===== config.mk =====
export PLATFORM = sky130hd
export DESIGN_NAME = param_cache
export DESIGN_NICKNAME = d
export VERILOG_FILES = /design/src/rtl/cache_pkg.sv /design/src/rtl/cache_line_store.sv /design/src/rtl/param_cache.sv
export SDC_FILE = /design/constraint.sdc
export NUM_CORES = 2
export LEC_CHECK = 0
export BUFFER_PORTS_ARGS = -buffer_cell sky130_fd_sc_hd__buf_2
export CAP_MARGIN = 20
export CORE_ASPECT_RATIO = 0.7
export CORE_MARGIN = 5
export CORE_UTILIZATION = 32
export CTS_BUF_LIST = sky130_fd_sc_hd__clkbuf_4 sky130_fd_sc_hd__clkbuf_8 sky130_fd_sc_hd__clkbuf_16
export CTS_CLUSTER_SIZE = 16
export DETAILED_ROUTE_END_ITERATION = 8
export PLACE_DENSITY_LB_ADDON = 0.1
export SLEW_MARGIN = 40
export SYNTH_ARGS = -nofsm -noshare
export SYNTH_HDL_FRONTEND = slang
export SYNTH_MEMORY_MAX_BITS = 65536
export SYNTH_SLANG_ARGS = --single-unit

===== constraint.sdc =====
create_clock -name CLK -period 11.3 [get_ports CLK]
set_clock_uncertainty 0.05 [all_clocks]
set_input_delay 2.26 -clock CLK [delete_from_list [all_inputs] [get_ports CLK]]
set_output_delay 2.26 -clock CLK [all_outputs]
set_load 0.01 [all_outputs]

===== src/rtl/cache_pkg.sv =====
// Shared types, default geometry and address-field helpers for param_cache.
package cache_pkg;

  typedef enum logic [1:0] {IDLE, FILL, WRITE, DONE} state_e;

  localparam int unsigned STAT_W      = 16;
  localparam int unsigned DEF_ADDR_W  = 10;
  localparam int unsigned DEF_DATA_W  = 32;
  localparam int unsigned DEF_WPL     = 4;
  localparam int unsigned DEF_LINES   = 32;
  localparam int unsigned DEF_OFF_W   = $clog2(DEF_WPL);
  localparam int unsigned DEF_IDX_W   = $clog2(DEF_LINES);
  localparam int unsigned DEF_TAG_W   = DEF_ADDR_W - DEF_IDX_W - DEF_OFF_W;

  // Field extractors work on a zero-extended 32-bit word address; callers truncate.
  function automatic logic [31:0] addr_off(logic [31:0] a, int unsigned off_w);
    return a & ((32'd1 << off_w) - 32'd1);
  endfunction

  function automatic logic [31:0] addr_idx(logic [31:0] a, int unsigned off_w,
                                           int unsigned idx_w);
    return (a >> off_w) & ((32'd1 << idx_w) - 32'd1);
  endfunction

  function automatic logic [31:0] addr_tag(logic [31:0] a, int unsigned off_w,
                                           int unsigned idx_w);
    return a >> (off_w + idx_w);
  endfunction

endpackage


===== src/rtl/cache_line_store.sv =====
// Valid/tag/data arrays for param_cache: combinational read by index, word and tag writes,
// asynchronous clear of the valid bits only.
module cache_line_store
  import cache_pkg::*;
#(
  parameter int unsigned DATA_W         = DEF_DATA_W,
  parameter int unsigned WORDS_PER_LINE = DEF_WPL,
  parameter int unsigned LINES          = DEF_LINES,
  parameter int unsigned OFF_W          = DEF_OFF_W,
  parameter int unsigned IDX_W          = DEF_IDX_W,
  parameter int unsigned TAG_W          = DEF_TAG_W
) (
  input  logic                                   clk,
  input  logic                                   rst_n,
  input  logic [IDX_W-1:0]                       rd_idx,
  output logic                                   rd_valid,
  output logic [TAG_W-1:0]                       rd_tag,
  output logic [WORDS_PER_LINE-1:0][DATA_W-1:0]  rd_line,
  input  logic                                   wr_en,
  input  logic [IDX_W-1:0]                       wr_idx,
  input  logic [OFF_W-1:0]                       wr_off,
  input  logic [DATA_W-1:0]                      wr_data,
  input  logic                                   tv_en,
  input  logic [IDX_W-1:0]                       tv_idx,
  input  logic [TAG_W-1:0]                       tv_tag
);

  logic [LINES-1:0]                       valid_q;
  logic [TAG_W-1:0]                       tag_q  [LINES];
  logic [WORDS_PER_LINE-1:0][DATA_W-1:0]  data_q [LINES];

  always_ff @(posedge clk or negedge rst_n) begin
    if (!rst_n) begin
      valid_q <= '0;
    end else if (tv_en) begin
      valid_q[tv_idx] <= 1'b1;
    end
  end

  // Tag and data contents survive reset; valid gates every use of them.
  always_ff @(posedge clk) begin
    if (tv_en) tag_q[tv_idx] <= tv_tag;
    if (wr_en) data_q[wr_idx][wr_off] <= wr_data;
  end

  assign rd_valid = valid_q[rd_idx];
  assign rd_tag   = tag_q[rd_idx];
  assign rd_line  = data_q[rd_idx];

endmodule


===== src/rtl/param_cache.sv =====
// Direct-mapped write-through, write-no-allocate cache with built-in controller.
// Define CACHE_STATS_EN to add saturating HitCount/MissCount outputs.
module param_cache
  import cache_pkg::*;
#(
  parameter int unsigned ADDR_W         = DEF_ADDR_W,
  parameter int unsigned DATA_W         = DEF_DATA_W,
  parameter int unsigned WORDS_PER_LINE = DEF_WPL,
  parameter int unsigned LINES          = DEF_LINES
) (
  input  logic              CLK,
  input  logic              RST,
  input  logic              MemReadCpu,
  input  logic              MemWriteCpu,
  input  logic [ADDR_W-1:0] Address,
  input  logic [DATA_W-1:0] DataIn,
  output logic              Stall,
  output logic [DATA_W-1:0] DataOut,
  output logic              MemRead,
  output logic              MemWrite,
  output logic [ADDR_W-1:0] MemAddress,
  output logic [DATA_W-1:0] MemDataOut,
  input  logic [DATA_W-1:0] MemDataIn,
  input  logic              MemReady
`ifdef CACHE_STATS_EN
  ,
  output logic [STAT_W-1:0] HitCount,
  output logic [STAT_W-1:0] MissCount
`endif
);

  localparam int unsigned OFF_W = $clog2(WORDS_PER_LINE);
  localparam int unsigned IDX_W = $clog2(LINES);
  localparam int unsigned TAG_W = ADDR_W - IDX_W - OFF_W;

  state_e            state_q;
  logic [OFF_W-1:0]  beat_q;
  logic [TAG_W-1:0]  fill_tag_q;
  logic [IDX_W-1:0]  fill_idx_q;
  logic              fill_done_q;

  logic [OFF_W-1:0]  a_off;
  logic [IDX_W-1:0]  a_idx;
  logic [TAG_W-1:0]  a_tag;

  logic                                  rd_valid;
  logic [TAG_W-1:0]                      rd_tag;
  logic [WORDS_PER_LINE-1:0][DATA_W-1:0] rd_line;

  logic              wr_en;
  logic [IDX_W-1:0]  wr_idx;
  logic [OFF_W-1:0]  wr_off;
  logic [DATA_W-1:0] wr_data;
  logic              tv_en;

  logic hit;
  logic rd_req;
  logic last_beat;

  assign a_off = OFF_W'(addr_off(32'(Address), OFF_W));
  assign a_idx = IDX_W'(addr_idx(32'(Address), OFF_W, IDX_W));
  assign a_tag = TAG_W'(addr_tag(32'(Address), OFF_W, IDX_W));

  assign hit       = rd_valid && (rd_tag == a_tag);
  assign rd_req    = MemReadCpu && !MemWriteCpu;
  assign last_beat = (beat_q == OFF_W'(WORDS_PER_LINE - 1));

  cache_line_store #(
    .DATA_W         (DATA_W),
    .WORDS_PER_LINE (WORDS_PER_LINE),
    .LINES          (LINES),
    .OFF_W          (OFF_W),
    .IDX_W          (IDX_W),
    .TAG_W          (TAG_W)
  ) u_store (
    .clk      (CLK),
    .rst_n    (RST),
    .rd_idx   (a_idx),
    .rd_valid (rd_valid),
    .rd_tag   (rd_tag),
    .rd_line  (rd_line),
    .wr_en    (wr_en),
    .wr_idx   (wr_idx),
    .wr_off   (wr_off),
    .wr_data  (wr_data),
    .tv_en    (tv_en),
    .tv_idx   (fill_idx_q),
    .tv_tag   (fill_tag_q)
  );

  always_ff @(posedge CLK or negedge RST) begin
    if (!RST) begin
      state_q     <= IDLE;
      beat_q      <= '0;
      fill_tag_q  <= '0;
      fill_idx_q  <= '0;
      fill_done_q <= 1'b0;
    end else begin
      fill_done_q <= 1'b0;
      unique case (state_q)
        IDLE: begin
          if (MemWriteCpu) begin
            state_q <= WRITE;
          end else if (MemReadCpu && !hit) begin
            fill_tag_q <= a_tag;
            fill_idx_q <= a_idx;
            beat_q     <= '0;
            state_q    <= FILL;
          end
        end
        FILL: begin
          if (MemReady) begin
            beat_q <= beat_q + OFF_W'(1);
            if (last_beat) begin
              state_q     <= IDLE;
              fill_done_q <= 1'b1;
            end
          end
        end
        WRITE: begin
          if (MemReady) state_q <= DONE;
        end
        DONE: state_q <= IDLE;
      endcase
    end
  end

  // Outputs are decoded from state; reset forces them low immediately.
  always_comb begin
    Stall      = 1'b0;
    DataOut    = '0;
    MemRead    = 1'b0;
    MemWrite   = 1'b0;
    MemAddress = '0;
    MemDataOut = '0;
    if (RST) begin
      unique case (state_q)
        IDLE: begin
          if (MemWriteCpu) begin
            Stall = 1'b1;
          end else if (MemReadCpu) begin
            if (hit) DataOut = rd_line[a_off];
            else     Stall   = 1'b1;
          end
        end
        FILL: begin
          Stall      = 1'b1;
          MemRead    = 1'b1;
          MemAddress = {fill_tag_q, fill_idx_q, beat_q};
        end
        WRITE: begin
          Stall      = 1'b1;
          MemWrite   = 1'b1;
          MemAddress = Address;
          MemDataOut = DataIn;
        end
        DONE: ;
      endcase
    end
  end

  always_comb begin
    wr_en   = 1'b0;
    wr_idx  = a_idx;
    wr_off  = a_off;
    wr_data = DataIn;
    tv_en   = 1'b0;
    if (state_q == FILL && MemReady) begin
      wr_en   = 1'b1;
      wr_idx  = fill_idx_q;
      wr_off  = beat_q;
      wr_data = MemDataIn;
      tv_en   = last_beat;
    end else if (state_q == WRITE && MemReady && hit) begin
      wr_en = 1'b1;
    end
  end

`ifdef CACHE_STATS_EN
  logic [STAT_W-1:0] hit_cnt_q;
  logic [STAT_W-1:0] miss_cnt_q;
  logic              count_hit;
  logic              count_miss;

  // The hit right after a fill is the retiring miss, not a fresh hit.
  assign count_hit  = (state_q == IDLE) && rd_req && hit && !fill_done_q;
  assign count_miss = (state_q == IDLE) && rd_req && !hit;

  always_ff @(posedge CLK or negedge RST) begin
    if (!RST) begin
      hit_cnt_q  <= '0;
      miss_cnt_q <= '0;
    end else begin
      if (count_hit && hit_cnt_q != '1)   hit_cnt_q  <= hit_cnt_q + STAT_W'(1);
      if (count_miss && miss_cnt_q != '1) miss_cnt_q <= miss_cnt_q + STAT_W'(1);
    end
  end

  assign HitCount  = hit_cnt_q;
  assign MissCount = miss_cnt_q;
`endif

endmodule


==> metrics.yaml <==
drc: 0
finalMaxSlewViolations: 0
powerDensity_nw_per_um2: 193
grtUsageTotal_pct: 19.3
start_util_pct: 32.1
p_leak_nw: 58.3
finalSetupViolCount: 0
arrival_ns: 6.69
ctsHoldBuffers: 0
cts_buffers: 426
final_layout_size_suffix_gt1_share_pct: 36.3
via_per_inst: 5.33
crit_path_max_fanout: 67
postCtsSetupRepairBufs: 0
die-height_um: 606
rsz0062_at_grt: "no"
min_path_type: "reg -> reg"
avgSynthCellArea_um2: 24.7
rows: 219
async_flop_share_pct: 1.04
r2r_setup_slack_ns: 6.16
timing.hold.ws_ns: 0.413
htree_levels: 5
worst_hold_path.endpoint: "u_store.valid_q[10]"
firstDrtPassIters: 7
antenna_left: 0
path_class: "in -> out"
rr_endpoint: "u_store.data_q[2][49]"
drtIter0Drc: 8938
ys_types: 50
cts_sinks: 4236
drv_cap: 0
synth_ff_type: "edfxtp_1"
max_freq_ghz: 0.111
ctsResizeCount: 0
finalCritPeriodShare_pct: 79.6
wl_per_cell_um: 36.0
antenna_found_initial: 98
start_kind: "input pin"
cts_tree: "yes"
yosys_warnings: 0
synth_cells: 6583
num_vias: 76000
cts-root-buf: "clkbuf_16"
synth_edf_count: 4192
routed_wl_mm: 514
core_area_um2: 507000
clockBufferDepth: 4
synth.net_count: 6667
r2r-start: "state_q[1]"
fin_cells: 14300
port_buffers: 155
grt_pass1_vias: 76900
gp_congestion: 0.752
final_hold_viol_count: 0
reg2reg_depth: 8
hpwl_mm: 291
holdPathStages: 1
ys_seq_area_share_pct: 78.1
clk_latency_ns: 0.97
ios: 156
peakVddDrop_mv: 0.140
cp.required_ns: 8.99
dp.cells: 13400
slowest_delay_ns: 0.60
hp-start: "u_store.valid_q[10]"
fin_setup_tns_ns: 0
end_kind: "primary output"
nNetsFinal: 7188
grt_max_degree: 117
grt_first_pass_wirelength_mm: 691
fp.dieW_um: 862
path_clk_slew_ns: 0.06
syn-cell-area_um2: 163000
ys_seq_elements: 4236
grt-ovfl-total: 0
syn_to_final_growth_pct: 16.5
tightest_slew_ns: 0.910
cp_slowest_cell: "mux4_2"
slew_headroom_pct: 39.3
finalCriticalPeriod_ns: 9.00
die_area_um2: 523000
status: "finished clean"
crit_chain: "buf_12 > buf_16 > buf_12 > buf_12 > mux4_2 > mux4_2 > mux4_2 > mux2i_1 > nor2_1 > buf_2"
final_core_util_pct: 37.3
[layout by cell type, fill, tap and decap left out, drive strengths merged, types with 2 or more instances in the layout]
cell type	count
a211oi	2
a21boi	2
a21oi	8
a22oi	23
a31oi	5
and2	4
and3	34
buf	447
bufinv	42
clkbuf	530
clkinv	187
clkinvlp	18
dfrtp	44
diode	50
edfxtp	4192
ha	5
inv	22
mux2	9
mux2i	60
mux4	1366
nand2	154
nand2b	4
nand3	10
nand4	3
nor2	217
nor2b	10
nor3	2
nor3b	2
nor4	3
o21ai	10
o221ai	3
or2	33
xnor2	3
[how the worst max path moves through the flow]
stage,cells after the start,to,from
floorplan,10,DataOut[2],Address[3]
global placement,9,DataOut[19],Address[2]
detailed placement,10,DataOut[15],Address[2]
CTS,10,DataOut[15],Address[2]
global route,10,DataOut[15],Address[2]
finish,10,DataOut[15],Address[2]
[final cells by class]
class	count	area (um^2)
timing repair buffer	449	4350
fill	45600	318000
clock buffer	528	11600
inverter	7	33.8
clock inverter	262	2370
tap	6740	8430
antenna	50	125
sequential	4236	127000
multi-input combinational	1984	35500
[worst max-delay path, delay by kind of cell]
| kind | cells | cell delay [ns] |
|---|---|---|
| muxes | 4 | 2.15 |
| buffers and inverters | 5 | 1.73 |
| and+or+nand+nor | 1 | 0.14 |
[per-layer routing]
layer  wire, um  part of all wire, %  track usage, %
met5        174                0.034               0
met1     238000                   46            29.4
met2     228000                   44            29.0
met3      38100                  7.4            4.08
met4       9040                  1.8            3.31
[stage by stage]
step	total power [mW]	cell area, um^2	setup slack, ns
final	36.5	189000	2.30
after CTS	36.9	189000	2.15
after global routing	37.7	189000	2.09
after global placement	22.3	174000	2.11
after floorplan	20.6	163000	3.99
after detailed placement	22.5	175000	2.15
[synth_stat cells, types with 2 or more instances]
| master | instances | share of area (%) |
|---|---|---|
| a211oi_1 | 2 | 0.0092 |
| xnor2_1 | 3 | 0.016 |
| a21oi_1 | 8 | 0.025 |
| and3_1 | 34 | 0.13 |
| a22oi_1 | 23 | 0.11 |
| nand3_1 | 10 | 0.031 |
| nor2b_1 | 10 | 0.038 |
| mux2i_1 | 60 | 0.37 |
| buf_4 | 12 | 0.055 |
| and2_1 | 3 | 0.012 |
| mux4_2 | 1362 | 19 |
| ha_1 | 5 | 0.038 |
| or2_2 | 33 | 0.13 |
| nor3b_1 | 2 | 0.0092 |
| a31oi_1 | 5 | 0.019 |
| inv_1 | 7 | 0.016 |
| dfrtp_1 | 44 | 0.68 |
| mux2_2 | 9 | 0.062 |
| o221ai_1 | 3 | 0.016 |
| nand4_1 | 3 | 0.012 |
| nand2b_1 | 4 | 0.015 |
| buf_8 | 3 | 0.028 |
| buf_2 | 111 | 0.34 |
| buf_1 | 52 | 0.12 |
| o21ai_0 | 3 | 0.0092 |
| edfxtp_1 | 4192 | 77 |
| nor4_1 | 2 | 0.0077 |
| clkbuf_1 | 177 | 0.41 |
| mux4_1 | 4 | 0.065 |
| a21boi_0 | 2 | 0.0092 |
| nor2_1 | 217 | 0.50 |
| nand2_1 | 154 | 0.36 |
| o21ai_1 | 7 | 0.022 |
[cells by family after synthesis]
logic type | Yosys count | synth area share [%]
AOI/OAI and AO/OA | 61 | 0.255
xor gates and xnor gates | 4 | 0.0215
adders and majority gates | 5 | 0.0385
buffers and inverters | 363 | 0.976
DFF | 4236 | 78.1
muxes | 1435 | 19.4
and+or+nand+nor | 479 | 1.28
[power breakdown]
part / leakage, nW / internal [mW] / switching, mW
Combinational: 13.0 / 0.862 / 2.73
Clock: 6.93 / 8.22 / 6.10
Sequential: 38.3 / 18.4 / 0.116
[registers in the layout, indices dropped and copies added (netlist names)]
signal	cells
u_store.data_q	4096
u_store.tag_q	96
u_store.valid_q	32
fill_idx_q	5
fill_tag_q	3
beat_q	2
state_q	2
Note: power is estimated with default switching activity, not from simulation.
